===== src/rtl/bcd_display_scan_pkg.sv =====
// Seven-segment constants shared by the display scanner and its decoder.
// Segment bit order is {g,f,e,d,c,b,a}, active-low (0 = segment lit).
// Constants only; no timing or flow-control behaviour.
package bcd_display_scan_pkg;

    localparam logic [6:0] SEG_0     = 7'h40;
    localparam logic [6:0] SEG_1     = 7'h79;
    localparam logic [6:0] SEG_2     = 7'h24;
    localparam logic [6:0] SEG_3     = 7'h30;
    localparam logic [6:0] SEG_4     = 7'h19;
    localparam logic [6:0] SEG_5     = 7'h12;
    localparam logic [6:0] SEG_6     = 7'h02;
    localparam logic [6:0] SEG_7     = 7'h78;
    localparam logic [6:0] SEG_8     = 7'h00;
    localparam logic [6:0] SEG_9     = 7'h10;
    localparam logic [6:0] SEG_BLANK = 7'h7F;
    localparam logic [6:0] SEG_DASH  = 7'h3F;

endpackage


===== src/rtl/bcd_to_seg7.sv =====
// BCD nibble to active-low seven-segment decoder; 10-15 show a dash.
// Purely combinational, zero latency.
// No flow control.
module bcd_to_seg7
    import bcd_display_scan_pkg::*;
(
    input  logic [3:0] nib,
    output logic [6:0] seg
);

    always_comb begin
        seg = SEG_DASH;
        case (nib)
            4'd0: seg = SEG_0;
            4'd1: seg = SEG_1;
            4'd2: seg = SEG_2;
            4'd3: seg = SEG_3;
            4'd4: seg = SEG_4;
            4'd5: seg = SEG_5;
            4'd6: seg = SEG_6;
            4'd7: seg = SEG_7;
            4'd8: seg = SEG_8;
            4'd9: seg = SEG_9;
            default: seg = SEG_DASH;
        endcase
    end

endmodule


===== src/rtl/bcd_display_scan.sv =====
// Time-multiplexed 7-segment scanner: per-frame BCD snapshot, guard-blanked slots, LZ blanking.
// Outputs registered, one cycle after the slot counter/index they reflect.
// No backpressure; free-running scan, bcd_in sampled only at frame start.
module bcd_display_scan
    import bcd_display_scan_pkg::*;
#(
    parameter int NDIG      = 6,
    parameter int SLOT_CYC  = 50000,
    parameter int GUARD_CYC = 500
) (
    input  logic                clk,
    input  logic                reset,
    input  logic [4*NDIG-1:0]   bcd_in,
    input  logic [NDIG-1:0]     dp_in,
    input  logic                blank_lz,
    output logic [6:0]          seg,
    output logic                dp,
    output logic [NDIG-1:0]     an,
    output logic                frame_start
);

    localparam int IW = (NDIG > 1) ? $clog2(NDIG) : 1;
    localparam int CW = $clog2(SLOT_CYC);

    logic [CW-1:0]      slot_cnt;
    logic [IW-1:0]      idx;
    logic [4*NDIG-1:0]  snap;
    logic [NDIG-1:0]    dp_snap;

    logic               snap_cyc;
    logic               slot_wrap;
    logic               guard;
    logic [NDIG-1:0]    lz_blank;
    logic [NDIG-1:0]    an_sel;
    logic [3:0]         cur_nib;
    logic               cur_dp;
    logic               cur_blank;
    logic [6:0]         dec_seg;

    assign snap_cyc  = (idx == '0) && (slot_cnt == '0);
    assign slot_wrap = (slot_cnt == CW'(SLOT_CYC - 1));
    assign guard     = (slot_cnt < CW'(GUARD_CYC));

    always_ff @(posedge clk) begin
        if (reset) begin
            slot_cnt <= '0;
            idx      <= '0;
            snap     <= '0;
            dp_snap  <= '0;
        end else begin
            slot_cnt <= slot_wrap ? '0 : slot_cnt + 1'b1;
            if (slot_wrap)
                idx <= (idx == IW'(NDIG - 1)) ? '0 : idx + 1'b1;
            if (snap_cyc) begin
                snap    <= bcd_in;
                dp_snap <= dp_in;
            end
        end
    end

    // Walk from the most significant digit down; a digit is a leading zero
    // while every digit from the top down to it (inclusive) is zero.
    always_comb begin
        logic all_zero;
        all_zero = 1'b1;
        lz_blank = '0;
        for (int i = NDIG - 1; i >= 0; i--) begin
            all_zero    = all_zero && (snap[4*i +: 4] == 4'd0);
            lz_blank[i] = blank_lz && (i != 0) && all_zero;
        end
    end

    always_comb begin
        cur_nib   = snap[3:0];
        cur_dp    = dp_snap[0];
        cur_blank = lz_blank[0];
        an_sel    = '1;
        for (int i = 0; i < NDIG; i++) begin
            if (idx == IW'(i)) begin
                cur_nib   = snap[4*i +: 4];
                cur_dp    = dp_snap[i];
                cur_blank = lz_blank[i];
                an_sel[i] = 1'b0;
            end
        end
    end

    bcd_to_seg7 u_dec (
        .nib (cur_nib),
        .seg (dec_seg)
    );

    always_ff @(posedge clk) begin
        if (reset) begin
            an          <= '1;
            seg         <= SEG_BLANK;
            dp          <= 1'b1;
            frame_start <= 1'b0;
        end else begin
            frame_start <= snap_cyc;
            if (guard || cur_blank) begin
                an  <= '1;
                seg <= SEG_BLANK;
                dp  <= 1'b1;
            end else begin
                an  <= an_sel;
                seg <= dec_seg;
                dp  <= ~cur_dp;
            end
        end
    end

endmodule

===== config.mk =====
export PLATFORM = sky130hd
export DESIGN_NAME = bcd_display_scan
export DESIGN_NICKNAME = d
export VERILOG_FILES = /design/src/rtl/bcd_display_scan_pkg.sv /design/src/rtl/bcd_to_seg7.sv /design/src/rtl/bcd_display_scan.sv
export SDC_FILE = /design/constraint.sdc
export NUM_CORES = 1
export LEC_CHECK = 0
export CAP_MARGIN = 20
export CORE_ASPECT_RATIO = 0.9
export CORE_MARGIN = 3
export CORE_UTILIZATION = 47
export DETAILED_ROUTE_END_ITERATION = 12
export PLACE_DENSITY = 0.69
export SLEW_MARGIN = 20
export SYNTH_ARGS = -nofsm -noshare
export SYNTH_HDL_FRONTEND = slang
export SYNTH_SLANG_ARGS = --single-unit

===== constraint.sdc =====
create_clock -name clk -period 7.4 [get_ports clk]
set_clock_uncertainty 0.1 [all_clocks]
set_input_delay 1.11 -clock clk [delete_from_list [all_inputs] [get_ports clk]]
set_output_delay 1.11 -clock clk [all_outputs]
set_load 0.01 [all_outputs]

==> results, run 1 <==
- The setup-violating endpoint count in the final report is 0.
- Leaving out fill and tap cells, the most frequent cell in the layout is sky130_fd_sc_hd__nand2_1.
- The first-pass GRT wire length is 11,000 µm.
- The number of synthesized register bits is 64.
- The final standard cell utilization of the core is 0.624.
- On the worst path, the slowest cell contributes a delay of 0.94 ns.
- Clock-pin slew was measured on the worst setup and hold paths at 0.07 ns.
- The critical path's most frequent cell is sky130_fd_sc_hd__ha_1.
- Buffers added to address setup during post-CTS repair amount to 0.
- From bottom edge to top edge, the die measures between 80 and 90 µm.
- Setup repair after global routing left no endpoint under its margin.
- After detailed routing, the average wire length per cell comes to approximately 14 µm.
- Entering global routing, the biggest net connects 38 pins.
- The pin slew with the least headroom to its limit is about 0.94 ns.
- The count of clock tree sinks is between 60 and 70.
- The path class of the lowest-slack min-delay path is flop to flop.
- The library cells used most frequently in the layout, excluding fill and tap cells, are sky130_fd_sc_hd__nand2_1 (70), sky130_fd_sc_hd__dfxtp_1 (64), sky130_fd_sc_hd__clkdlybuf4s50_1 (47).
- In this run the horizontal extent of the chip is 90.1 µm.
- The antenna cell count is 0.
- The number of enable flip-flop cells after synthesis is 0.
- For the final routed database, the setup TNS stands at 0 ns.
- The run finished with clean final reports.
- For this block, the routed nets add up to approximately 6600 µm of wire.
- The layout-stage area growth over the synthesis result is 23.4%.
- The standard cell core area is 5920 µm².
- Hold is met by 0.358 ns.
- The first detailed-routing pass took 4 iterations.
- Hold repair after CTS inserted 0 buffers.
- The post-synth net total is approximately 400.
- The routed via count is about 2,600.
- The post-synthesis cell count is approximately 360.
- The clock tree root buffer cell is sky130_fd_sc_hd__clkbuf_8.
- The share of cells above drive strength 1 is 0.0720.
- The cell row count is 26.
- The clock passes through at most 2 buffers.
- The final routed DRC violation total is 0.
- In this run, the number of DRC markers left after iteration 0 of detailed routing was 117.
- The proportion of synthesized chip area in sequential cells is 0.428.
- Detailed placement ended at an HPWL of ~4500 µm.
- TritonCTS built the clock tree.
- The CTS buffer count is 9.
- Gates resized during post-CTS repair numbered 0.
- The initial antenna violation count was 0.
- The top flip-flop cell by instance count after synthesis is sky130_fd_sc_hd__dfxtp_1.
- The total overflow left after global routing is 0.
- The number of global-route vias before repair was approximately 2,400.
- The endpoint arrival time on the critical path is ~3.7 ns.
- The combined global-route utilization of all metal layers is 0.188.
- The worst setup path is launched from a flop.
- Dividing total power by cell area gives a power density of between 200 and 250 nW/µm².
- The worst setup path is of the flop to flop kind.
- For this design the static power due to leakage is roughly 0.0014 µW.
- In this run the tool buffered the top-level ports with between 40 and 50 buffer cells.
- The time the worst path needs with I/O delays and setup is roughly 3.5 ns.
- At the later pin of the worst-skew pair, clock insertion delay measures roughly 0.34 ns.
- Traced cell by cell, the critical path runs through inv_2 > nor2_1 > ha_1 > a311oi_1 > a31oi_1 > inv_1 > ha_1 > nor4_1 > a2111oi_2 > o21ai_1.
- Fill cells in the final layout number 547.
- The fraction of the cycle the final worst path needs is 0.472.
- In the synthesized netlist the async set-or-reset flop fraction comes to 0.
- The die covers about 7400 µm².
- For this design the top-level I/O count stands at between 40 and 50.
- VDD sags by at most 0.000123 V.
- STA classifies the critical path endpoint as a flop.
- The count of distinct cell types in the synthesized netlist is between 50 and 60.
- The per-instance average area after synthesis is about 8.4 µm².
- The final-stage net count is around 440.
- The H-tree level count is 3.
- The cell area that synthesis handed to floorplanning was roughly 3000 µm².
- The cell at the slowest stage of the critical path is sky130_fd_sc_hd__dfxtp_1.
- The yosys synthesis warning count is 0.
- The effective utilization at floorplan is 0.506.
- In the routed layout, each cell is associated on average with a via count of around 5.3.
- At the end of routability-driven placement, the weighted congestion stood at ~0.82.
- The tool flagged a number of max-cap violations equal to 0.
- The maximum operating frequency is 0.286 GHz.
- The final hold violation count is 0.
- Of all nets on the critical path, the largest fanout is 25.
- The data required time at the worst endpoint is about 7.6 ns.
- The max-slew violation count is 0.
- The relative slew slack is 0.371.
- The final antenna-violating net count is 0.
## layout make-up
type | instances | area (µm²) | share of cell area
Sequential cell | 64 | 1280 | 0.347
Multi-Input combinational cell | 263 | 1560 | 0.423
Timing Repair Buffer | 48 | 478 | 0.129
Tap cell | 84 | 105 | 0.0284
Clock inverter | 2 | 35.0 | 0.00948
Inverter | 12 | 50.0 | 0.0135
Clock buffer | 14 | 183 | 0.0494
## cells in the mapped netlist, types with 3 or more instances
master | instances | area (µm²)
sky130_fd_sc_hd__nand2_1 | 70 | 263
sky130_fd_sc_hd__dfxtp_1 | 64 | 1280
sky130_fd_sc_hd__a21oi_1 | 37 | 185
sky130_fd_sc_hd__nor2_1 | 30 | 113
sky130_fd_sc_hd__nand3_1 | 12 | 60.1
sky130_fd_sc_hd__inv_1 | 10 | 37.5
sky130_fd_sc_hd__nor3_1 | 9 | 45.0
sky130_fd_sc_hd__clkbuf_1 | 8 | 30.0
sky130_fd_sc_hd__ha_1 | 8 | 100
sky130_fd_sc_hd__xnor2_1 | 8 | 70.1
sky130_fd_sc_hd__xor2_1 | 8 | 70.1
sky130_fd_sc_hd__nand4_1 | 7 | 43.8
sky130_fd_sc_hd__buf_2 | 6 | 30.0
sky130_fd_sc_hd__mux2i_1 | 6 | 60.1
sky130_fd_sc_hd__o21ai_0 | 6 | 30.0
sky130_fd_sc_hd__and3_1 | 5 | 31.3
sky130_fd_sc_hd__nor4_1 | 5 | 31.3
sky130_fd_sc_hd__buf_6 | 4 | 45.0
sky130_fd_sc_hd__nor2b_1 | 4 | 25.0
sky130_fd_sc_hd__o31ai_1 | 4 | 30.0
sky130_fd_sc_hd__mux2_2 | 3 | 33.8
sky130_fd_sc_hd__nand2b_1 | 3 | 18.8
## layer usage
layer | GRT usage | vias to the layer above | share of wire
li1 | - | 1319 | -
met1 | 0.243 | 1185 | 0.51
met2 | 0.295 | 48 | 0.42
met3 | 0.0495 | 11 | 0.045
met4 | 0.0917 | 0 | 0.022
met5 | 0 | - | 0
## metrics by stage
step	power [µW]	instances	setup slack (ns)	area [µm²]
CTS	796	487	3.93	3690
finish	789	487	3.90	3700
global placement	475	471	4.09	3460
floorplan	446	358	4.67	2990
detailed placement	476	471	3.96	3470
global route	824	487	3.52	3700
## worst paths after layout
| path | end | slack [ns] | from | depth (start not counted) |
|---|---|---|---|---|
| setup / recovery | seg[4]$_SDFF_PP1_ | 3.90 | idx[0]$_SDFFE_PP0P_ | 10 |
| hold reg to reg | dp_snap[1]$_SDFFE_PP0P_ | 0.36 | dp_snap[1]$_SDFFE_PP0P_ | 2 |
| hold / removal | dp_snap[1]$_SDFFE_PP0P_ | 0.36 | dp_snap[1]$_SDFFE_PP0P_ | 2 |
| setup reg to reg | seg[4]$_SDFF_PP1_ | 3.90 | idx[0]$_SDFFE_PP0P_ | 10 |
## report_power, final
group / total, µW / internal [µW] / leakage, µW / switching, µW
combinational: 94.3 / 43.3 / 0.000733 / 51.0
clock: 320 / 192 / 0.000113 / 128
sequential: 375 / 362 / 0.000523 / 13.2
total: 789 / 597 / 0.00137 / 192
## cells by family (layout without fill, tap and decap cells)
group | Yosys count | after routing | synth area share
buffers and inverters | 31 | 76 | 0.0543
adders and majority gates | 8 | 8 | 0.0334
DFF | 64 | 64 | 0.428
xor gates and xnor gates | 16 | 16 | 0.0468
muxes | 9 | 9 | 0.0313
AOI/OAI and AO/OA | 70 | 70 | 0.151
and+or+nand+nor | 160 | 160 | 0.255
## sequential cells by signal, summed over array words and instances, names as in the netlist
| signal | flops |
|---|---|
| seg | 7 |
| an | 6 |
| slot_cnt | 16 |
| frame_start | 1 |
| dp_snap | 6 |
| idx | 3 |
| snap | 24 |
| dp | 1 |
## worst max-delay path: cells and delay by family, from the launching register on
family | cells | cell delay, ns
fa+ha+maj | 2 | 0.73
simple gates | 2 | 0.52
buf+inv | 2 | 0.33
compound gates | 4 | 0.80
flops | 1 | 0.94
Note: power is estimated with default switching activity, not from simulation.
==> run 2, diff against run 1 <==
Settings changed: PLACE_DENSITY 0.69 to 0.72.
Clock period 7.4 ns to 2.8 ns, I/O delays scaled along.
==> results, run 2 (synthesis gave the netlist of run 1 again) <==
- Status: completed (unchanged).
- Largest registers: snap x24, slot_cnt x16, seg x7 (unchanged).
- The most common library cell in the layout ignoring fill and taps is sky130_fd_sc_hd__nand2_1 (unchanged).
- The effective utilization at floorplan is 0.506 (unchanged).
- The wire length per cell is 13.8 µm (was 13.5 µm).
- The maximum vdd ir drop is 0.000333 V (was 0.000123 V).
- The switching power of the nets is 521 µW (was 192 µW).
- The number of search-and-repair iterations in the first detailed-routing pass is 4 (unchanged).
- The vias per cell is 5.33 (was 5.26).
- The maximum operating frequency is 0.393 GHz (was 0.286 GHz).
- The number of buffer and inverter stages on the critical path was 2 (unchanged).
- The path class of the lowest-slack min-delay path is flop to flop (unchanged).
- The standard cell core area is 5920 µm² (unchanged).
- The fraction of the cycle the final worst path needs is 0.908 (was 0.472).
- The setup-violating endpoint count in the final report was 0 (unchanged).
- The insertion delay to the later sink of the worst-skew pair came to 0.35 ns (was 0.34 ns).
- The cell row count was 26 (unchanged).
- The count of pins on the block boundary is 48 (unchanged).
- Cells traversed along the worst timing path: inv_6 > nor2_1 > ha_1 > a311oi_1 > a31oi_1 > inv_1 > ha_1 > nor4_1 > a2111oi_2 > o21ai_1 (was inv_2 > nor2_1 > ha_1 > a311oi_1 > a31oi_1 > inv_1 > ha_1 > nor4_1 > a2111oi_2 > o21ai_1).
- The cell area after layout was 3730 µm² (was 3700 µm²).
- The cell at the slowest stage of the critical path is sky130_fd_sc_hd__dfxtp_1 (unchanged).
- The number of instances resized during post-cts repair is 0 (unchanged).
- The register containing the most flip-flops in the final layout is snap (unchanged).
- The relative slew slack is 0.605 (was 0.371).
- The max-slew violation count is 0 (unchanged).
- The final-stage net count is 446 (was 439).
- The final antenna-violating net count is 0 (unchanged).
- The layout-stage area growth over the synthesis result came to 24.5% (was 23.4%).
- The placed cell area was 3530 µm² (was 3470 µm²).
- The vertical die dimension is 81.7 µm (unchanged).
- The capture instance of the worst register-to-register path is seg[4]$_SDFF_PP1_ (unchanged).
- The final estimated routing congestion in global placement is 0.945 (was 0.822).
- The total power divided by cell area is 551 nW/µm² (was 213 nW/µm²).
- The CTS buffer count was 9 (unchanged).
- Top library cells by usage in the layout, fill and taps aside: sky130_fd_sc_hd__nand2_1 (70), sky130_fd_sc_hd__dfxtp_1 (64), sky130_fd_sc_hd__clkdlybuf4s50_1 (47) (unchanged).
- The data required time at the worst endpoint is 2.98 ns (was 7.58 ns).
- The overall overflow remaining after global route came to 0 (unchanged).
- The count of clock tree sinks is 64 (unchanged).
- The endpoint type of the worst setup path was a flop (unchanged).
- The time the worst path needs with I/O delays and setup came to 2.54 ns (was 3.50 ns).
- The number of buffers added on ports was 47 (unchanged).
- The routed via count is 2,633 (was 2,563).
- The post-CTS setup-driven buffer insertion count is 0 (unchanged).
- The half-perimeter wire length of the detailed placement result is 4850 µm (was 4550 µm).
- The setup TNS is 0 ns (unchanged).
- The TritonCTS clock tree is yes (unchanged).
- The number of global-route vias before repair is 2,468 (was 2,364).
- The largest incremental delay on the critical path is 0.59 ns (was 0.94 ns).
- The critical path endpoint is seg[4]$_SDFF_PP1_ (unchanged).
- The max-cap violation count is 0 (unchanged).
- The width of the die is 90.1 µm (unchanged).
- The endpoint arrival time on the critical path is 2.72 ns (was 3.67 ns).
- The depth of the worst register-to-register path was 10 (unchanged).
- The family of cells with the greatest summed delay on the critical path is flip-flops (unchanged).
- The number of buffers between clock root and the deepest sink came to 2 (unchanged).
- The leakage dissipation is 0.00140 µW (was 0.00137 µW).
- The final hold violation count is 0 (unchanged).
- The internal power summed over all cells is 1530 µW (was 597 µW).
- The hold buffer count at cts is 0 (unchanged).
- The slack of the worst reg-to-reg path is 0.26 ns (was 3.90 ns).
- The pin slew with the least headroom to its limit is 0.592 ns (was 0.942 ns).
- The part of the power in registers was 0.482 (was 0.475).
- The critical path's most frequent cell is sky130_fd_sc_hd__ha_1 (unchanged).
- The source of the critical timing path is idx[1]$_SDFFE_PP0P_ (was idx[0]$_SDFFE_PP0P_).
- The CTS clock-pin slew for the worst setup and hold paths came to 0.07 ns (about the same).
- The wire length reported by the detailed router is 6810 µm (was 6590 µm).
- The H-tree level count is 3 (unchanged).
- The overall die area is 7370 µm² (unchanged).
- The critical path depth came to 10 (unchanged).
- The largest net degree at the start of global routing is 31 (was 38).
- The violation count after the first detailed-route iteration is 192 (was 117).
- The final routed DRC violation total is 0 (unchanged).
- The clock tree root buffer cell is sky130_fd_sc_hd__clkbuf_8 (unchanged).
- The peak fanout along the critical path is 11 (was 25).
- The clock network power share is 0.391 (was 0.405).
- The fill cell instance count of the final layout is 555 (was 547).
- The first-pass GRT wire length was 11,500 µm (was 11,000 µm).
- The kind of critical path was flop to flop (unchanged).
- The final total power is 2050 µW (was 789 µW).
- RSZ-0062 raised after global routing: no (unchanged).
- The worst reg2reg path startpoint is idx[1]$_SDFFE_PP0P_ (was idx[0]$_SDFFE_PP0P_).
- The combinational cell fraction of total power is 0.126 (was 0.120).
- The share of cells above drive strength 1 was 0.0829 (was 0.0720).
- The launching element type of the critical path is a flop (unchanged).
- The number of flip-flops under the largest register name was 24 (unchanged).
- The initial antenna violation count is 0 (unchanged).
- The antenna cell count is 0 (unchanged).
- The combined global-route utilization of all metal layers is 0.196 (was 0.188).
- The fraction of power spent switching nets is 0.254 (was 0.243).
run 2: per-stage QoR:
stage / hold slack [ns] / util / instances / worst slack (ns)
6_report: 0.360 / 0.630 / 494 / 0.257
5_1_grt: 0.382 / 0.630 / 494 / 0.0333
4_1_cts: 0.362 / 0.630 / 494 / 0.265
3_5_place_dp: 0.349 / 0.596 / 478 / 0.297
3_3_place_gp: 0.342 / 0.596 / 478 / 0.386
2_1_floorplan: 0.328 / - / 358 / 0.0722
run 2: worst min-delay path by stage:
stage                                  from                       to  slack, ns  cells past startpoint
floorplan              snap[0]$_SDFFE_PP0P_     snap[0]$_SDFFE_PP0P_       0.33                      2
global placement    dp_snap[4]$_SDFFE_PP0P_  dp_snap[4]$_SDFFE_PP0P_       0.34                      2
detailed placement  dp_snap[4]$_SDFFE_PP0P_  dp_snap[4]$_SDFFE_PP0P_       0.35                      2
CTS                    snap[0]$_SDFFE_PP0P_     snap[0]$_SDFFE_PP0P_       0.36                      2
global route        dp_snap[3]$_SDFFE_PP0P_  dp_snap[3]$_SDFFE_PP0P_       0.38                      2
finish              dp_snap[4]$_SDFFE_PP0P_  dp_snap[4]$_SDFFE_PP0P_       0.36                      2
run 2: per-layer routing:
layer	global-route usage	vias to the layer above	routed length [µm]
li1	-	1329	-
met4	0.0780	0	135
met1	0.263	1211	3400
met3	0.0687	13	411
met2	0.289	80	2870
met5	0	-	0
run 2: worst reg2reg max path, cell delays in order, from the launching register on:
cell and delay (ns):
sky130_fd_sc_hd__dfxtp_1 0.59, sky130_fd_sc_hd__inv_6 0.09, sky130_fd_sc_hd__nor2_1 0.16, sky130_fd_sc_hd__ha_1 0.30
sky130_fd_sc_hd__a311oi_1 0.09, sky130_fd_sc_hd__a31oi_1 0.24, sky130_fd_sc_hd__inv_1 0.11, sky130_fd_sc_hd__ha_1 0.23
sky130_fd_sc_hd__nor4_1 0.36, sky130_fd_sc_hd__a2111oi_2 0.08, sky130_fd_sc_hd__o21ai_1 0.13
run 2: power groups by stage:
stage | Clock (µW) | Sequential, µW | Combinational, µW
after detailed placement | 0 | 1010 | 257
after global placement | 0 | 1010 | 255
after floorplan | 0 | 999 | 179
final | 804 | 991 | 259
after CTS | 814 | 991 | 260
after global routing | 854 | 996 | 290
run 2: area by class of cell:
class                           count  area, µm²  share of cell area
Multi-Input combinational cell    263       1550               0.416
Timing Repair Buffer               55        543               0.146
Sequential cell                    64       1280               0.344
Clock buffer                       13        159              0.0426
Tap cell                           84        105              0.0282
Clock inverter                      3       40.0              0.0107
Inverter                           12       50.0              0.0134
==> run 3, diff against run 2 <==
Settings changed: CORE_UTILIZATION 47 to 50, CTS_BUF_LIST set to sky130_fd_sc_hd__clkbuf_4 sky130_fd_sc_hd__clkbuf_8, PLACE_DENSITY 0.72 to 0.76.
==> results, run 3 (synthesis gave the netlist of run 1 again) <==
- The kind of critical path is flop to flop (unchanged).
- The routed via count is 2,622 (was 2,633).
- The end of the worst hold path is dp_snap[0]$_SDFFE_PP0P_ (was dp_snap[4]$_SDFFE_PP0P_).
- The clock network power share is 0.415 (was 0.391).
- The slack of the worst reg-to-reg path is 0.23 ns (was 0.26 ns).
- The fraction of power spent switching nets came to 0.236 (was 0.254).
- The switching power of the nets came to 504 µW (was 521 µW).
- The cell at the slowest stage of the critical path is sky130_fd_sc_hd__dfxtp_2 (was sky130_fd_sc_hd__dfxtp_1).
- The length of routed met3 wiring is 403 µm (was 411 µm).
- The wire length per cell is 13.8 µm (about the same).
- The number of buffer and inverter stages on the critical path came to 2 (unchanged).
- The path class of the lowest-slack min-delay path is flop to flop (unchanged).
- The total power divided by cell area is 569 nW/µm² (was 551 nW/µm²).
- The maximum vdd ir drop is 0.000604 V (was 0.000333 V).
- The H-tree level count is 3 (unchanged).
- The CTS clock-pin slew for the worst setup and hold paths is 0.07 ns (about the same).
- The worst hold path cell count is 2 (unchanged).
- The number of global-route vias before repair is 2,441 (was 2,468).
- The max-slew violation count is 0 (unchanged).
- The effective utilization at floorplan came to 0.523 (was 0.506).
- The largest net degree at the start of global routing came to 31 (unchanged).
- The worst slack at placement is -0.0287 ns (was 0.297 ns).
- The number of buffers between clock root and the deepest sink is 2 (unchanged).
- The layout-stage area growth over the synthesis result came to 25.4% (was 24.5%).
- The largest incremental delay on the critical path was 0.47 ns (was 0.59 ns).
- The overall overflow remaining after global route is 0 (unchanged).
- The storage element area came to 1280 µm² (about the same).
- The number of flip-flops under the largest register name is 24 (unchanged).
- The final routed DRC violation total is 0 (unchanged).
- The endpoint arrival time on the critical path is 2.74 ns (was 2.72 ns).
- The share of cells above drive strength 1 is 0.0971 (was 0.0829).
- Cells traversed along the worst timing path: inv_6 > nor2_1 > ha_1 > a311oi_1 > a31oi_2 > inv_1 > ha_1 > nor4_1 > a2111oi_2 > o21ai_1 (was inv_6 > nor2_1 > ha_1 > a311oi_1 > a31oi_1 > inv_1 > ha_1 > nor4_1 > a2111oi_2 > o21ai_1).
- The TritonCTS clock tree was yes (unchanged).
- The number of search-and-repair iterations in the first detailed-routing pass is 4 (unchanged).
- The final hold violation count came to 0 (unchanged).
- Top library cells by usage in the layout, fill and taps aside: sky130_fd_sc_hd__nand2_1 (70), sky130_fd_sc_hd__dfxtp_1 (63), sky130_fd_sc_hd__clkdlybuf4s50_1 (47) (was sky130_fd_sc_hd__nand2_1 (70), sky130_fd_sc_hd__dfxtp_1 (64), sky130_fd_sc_hd__clkdlybuf4s50_1 (47)).
- The final estimated routing congestion in global placement is 0.931 (was 0.945).
- The uppermost metal layer occupied by signal nets is met4 (unchanged).
- The data required time at the worst endpoint is 2.98 ns (about the same).
- The relative slew slack is 0.627 (was 0.605).
- The initial antenna violation count is 0 (unchanged).
- The clock tree root buffer cell is sky130_fd_sc_hd__clkbuf_8 (unchanged).
- The critical path depth came to 10 (unchanged).
- The antenna cell count is 0 (unchanged).
- The routed length on met2 is 3000 µm (was 2870 µm).
- The most common library cell in the layout ignoring fill and taps is sky130_fd_sc_hd__nand2_1 (unchanged).
- The internal power summed over all cells is 1630 µW (was 1530 µW).
- The cell row count is 26 (unchanged).
- The vertical die dimension is 79.4 µm (was 81.7 µm).
- The part of the power in registers is 0.464 (was 0.482).
- The wire length reported by the detailed router is 6640 µm (was 6810 µm).
- The endpoint type of the worst setup path is a flop (unchanged).
- The final antenna-violating net count came to 0 (unchanged).
- The time the worst path needs with I/O delays and setup came to 2.57 ns (was 2.54 ns).
- The first-pass GRT wire length came to 11,100 µm (was 11,500 µm).
- The leakage dissipation was 0.00142 µW (was 0.00140 µW).
- The maximum operating frequency came to 0.390 GHz (was 0.393 GHz).
- The combined global-route utilization of all metal layers is 0.205 (was 0.196).
- The combinational cell fraction of total power is 0.121 (was 0.126).
- The family of cells with the greatest summed delay on the critical path was compound AO/OA/AOI/OAI gates (was flip-flops).
- The final worst slack is 0.234 ns (was 0.257 ns).
- The area of combinational cells with multiple inputs came to 1560 µm² (was 1550 µm²).
- The count of clock tree sinks came to 64 (unchanged).
- The post-route non-filler standard cell count was 482 (was 494).
- The source of the critical timing path was idx[1]$_SDFFE_PP0P_ (unchanged).
- The standard cell core area is 5730 µm² (was 5920 µm²).
- The half-perimeter wire length of the detailed placement result is 4780 µm (was 4850 µm).
- The count of pins on the block boundary came to 48 (unchanged).
- The width of the die is 87.6 µm (was 90.1 µm).
- The fill cell instance count of the final layout is 503 (was 555).
- The launching element type of the critical path is a flop (unchanged).
- The cell area after layout is 3750 µm² (was 3730 µm²).
- The register containing the most flip-flops in the final layout is snap (unchanged).
- The number of buffers added on ports is 47 (unchanged).
- RSZ-0062 raised after global routing: no (unchanged).
- The overall die area is 6950 µm² (was 7370 µm²).
- Largest registers: snap x24, slot_cnt x16, seg x7 (unchanged).
- The pin slew with the least headroom to its limit is 0.556 ns (was 0.592 ns).
- The violation count after the first detailed-route iteration was 201 (was 192).
- The post-CTS setup-driven buffer insertion count is 0 (unchanged).
- The hold buffer count at cts came to 0 (unchanged).
- The number of placed cells counting well taps is 467 (was 478).
- The setup-violating endpoint count in the final report is 0 (unchanged).
- The placed cell area was 3520 µm² (was 3530 µm²).
- The beginning of the worst hold path is dp_snap[0]$_SDFFE_PP0P_ (was dp_snap[4]$_SDFFE_PP0P_).
- The insertion delay to the later sink of the worst-skew pair is 0.34 ns (was 0.35 ns).
- The routed metal-1 wirelength is 3150 µm (was 3400 µm).
- The depth of the worst register-to-register path is 10 (unchanged).
- The worst reg2reg path startpoint is idx[1]$_SDFFE_PP0P_ (unchanged).
- The vias per cell is 5.44 (was 5.33).
- The max-cap violation count is 0 (unchanged).
- The capture instance of the worst register-to-register path was seg[4]$_SDFF_PP1_ (unchanged).
- The critical path's most frequent cell is sky130_fd_sc_hd__ha_1 (unchanged).
- The final-stage net count is 449 (was 446).
- Status: completed (unchanged).
- The peak fanout along the critical path is 11 (unchanged).
- The CTS buffer count came to 9 (unchanged).
- The fraction of the cycle the final worst path needs is 0.916 (was 0.908).
==> run 3: worst register-to-register path, stage by stage (launching register included) <==
cell                        delay, ns
sky130_fd_sc_hd__dfxtp_2         0.47
sky130_fd_sc_hd__inv_6           0.07
sky130_fd_sc_hd__nor2_1          0.17
sky130_fd_sc_hd__ha_1            0.33
sky130_fd_sc_hd__a311oi_1        0.10
sky130_fd_sc_hd__a31oi_2         0.32
sky130_fd_sc_hd__inv_1           0.14
sky130_fd_sc_hd__ha_1            0.22
sky130_fd_sc_hd__nor4_1          0.36
sky130_fd_sc_hd__a2111oi_2       0.08
sky130_fd_sc_hd__o21ai_1         0.14
==> run 3: worst max-delay path by stage <==
stage               slack [ns]                 to
global placement          0.17  seg[4]$_SDFF_PP1_
floorplan                 0.07  seg[4]$_SDFF_PP1_
finish                    0.23  seg[4]$_SDFF_PP1_
CTS                       0.11  seg[4]$_SDFF_PP1_
global route              0.02  seg[4]$_SDFF_PP1_
detailed placement       -0.03  seg[4]$_SDFF_PP1_
==> run 3: power groups by stage <==
stage	registers (µW)	clock network [µW]	logic, µW
after CTS	990	907	260
after detailed placement	1010	0	258
after global placement	1010	0	254
after global routing	996	951	291
final	991	886	258
after floorplan	999	0	179
==> run 3: cell type report <==
type	instances	share of cell area
multi-input cells	263	0.415
flip-flops and latches	64	0.342
well taps	70	0.0233
repair buffers	58	0.147
clock inverters	3	0.0173
clock buffers	12	0.0423
inverters	12	0.0133
==> run 3: layer usage <==
metal  vias to the layer above  track usage
met3                        11       0.0733
met5                         -            0
li1                       1333            -
met1                      1216        0.262
met2                        62        0.318
met4                         0       0.0690
==> run 3: through the flow <==
| step | util | power [µW] | hold slack [ns] | setup TNS [ns] |
|---|---|---|---|---|
| global placement | 0.615 | 1260 | 0.341 | 0 |
| finish | 0.656 | 2140 | 0.354 | 0 |
| global route | 0.656 | 2240 | 0.383 | 0 |
| detailed placement | 0.615 | 1270 | 0.348 | -0.0287 |
| floorplan | - | 1180 | 0.328 | 0 |
| CTS | 0.655 | 2160 | 0.360 | 0 |
==> run 3: timing repair <==
action | CTS | global route
hold endpoints to repair | 0 | 0
setup endpoints to repair | 1 | 2
gates resized for setup | 1 | 1
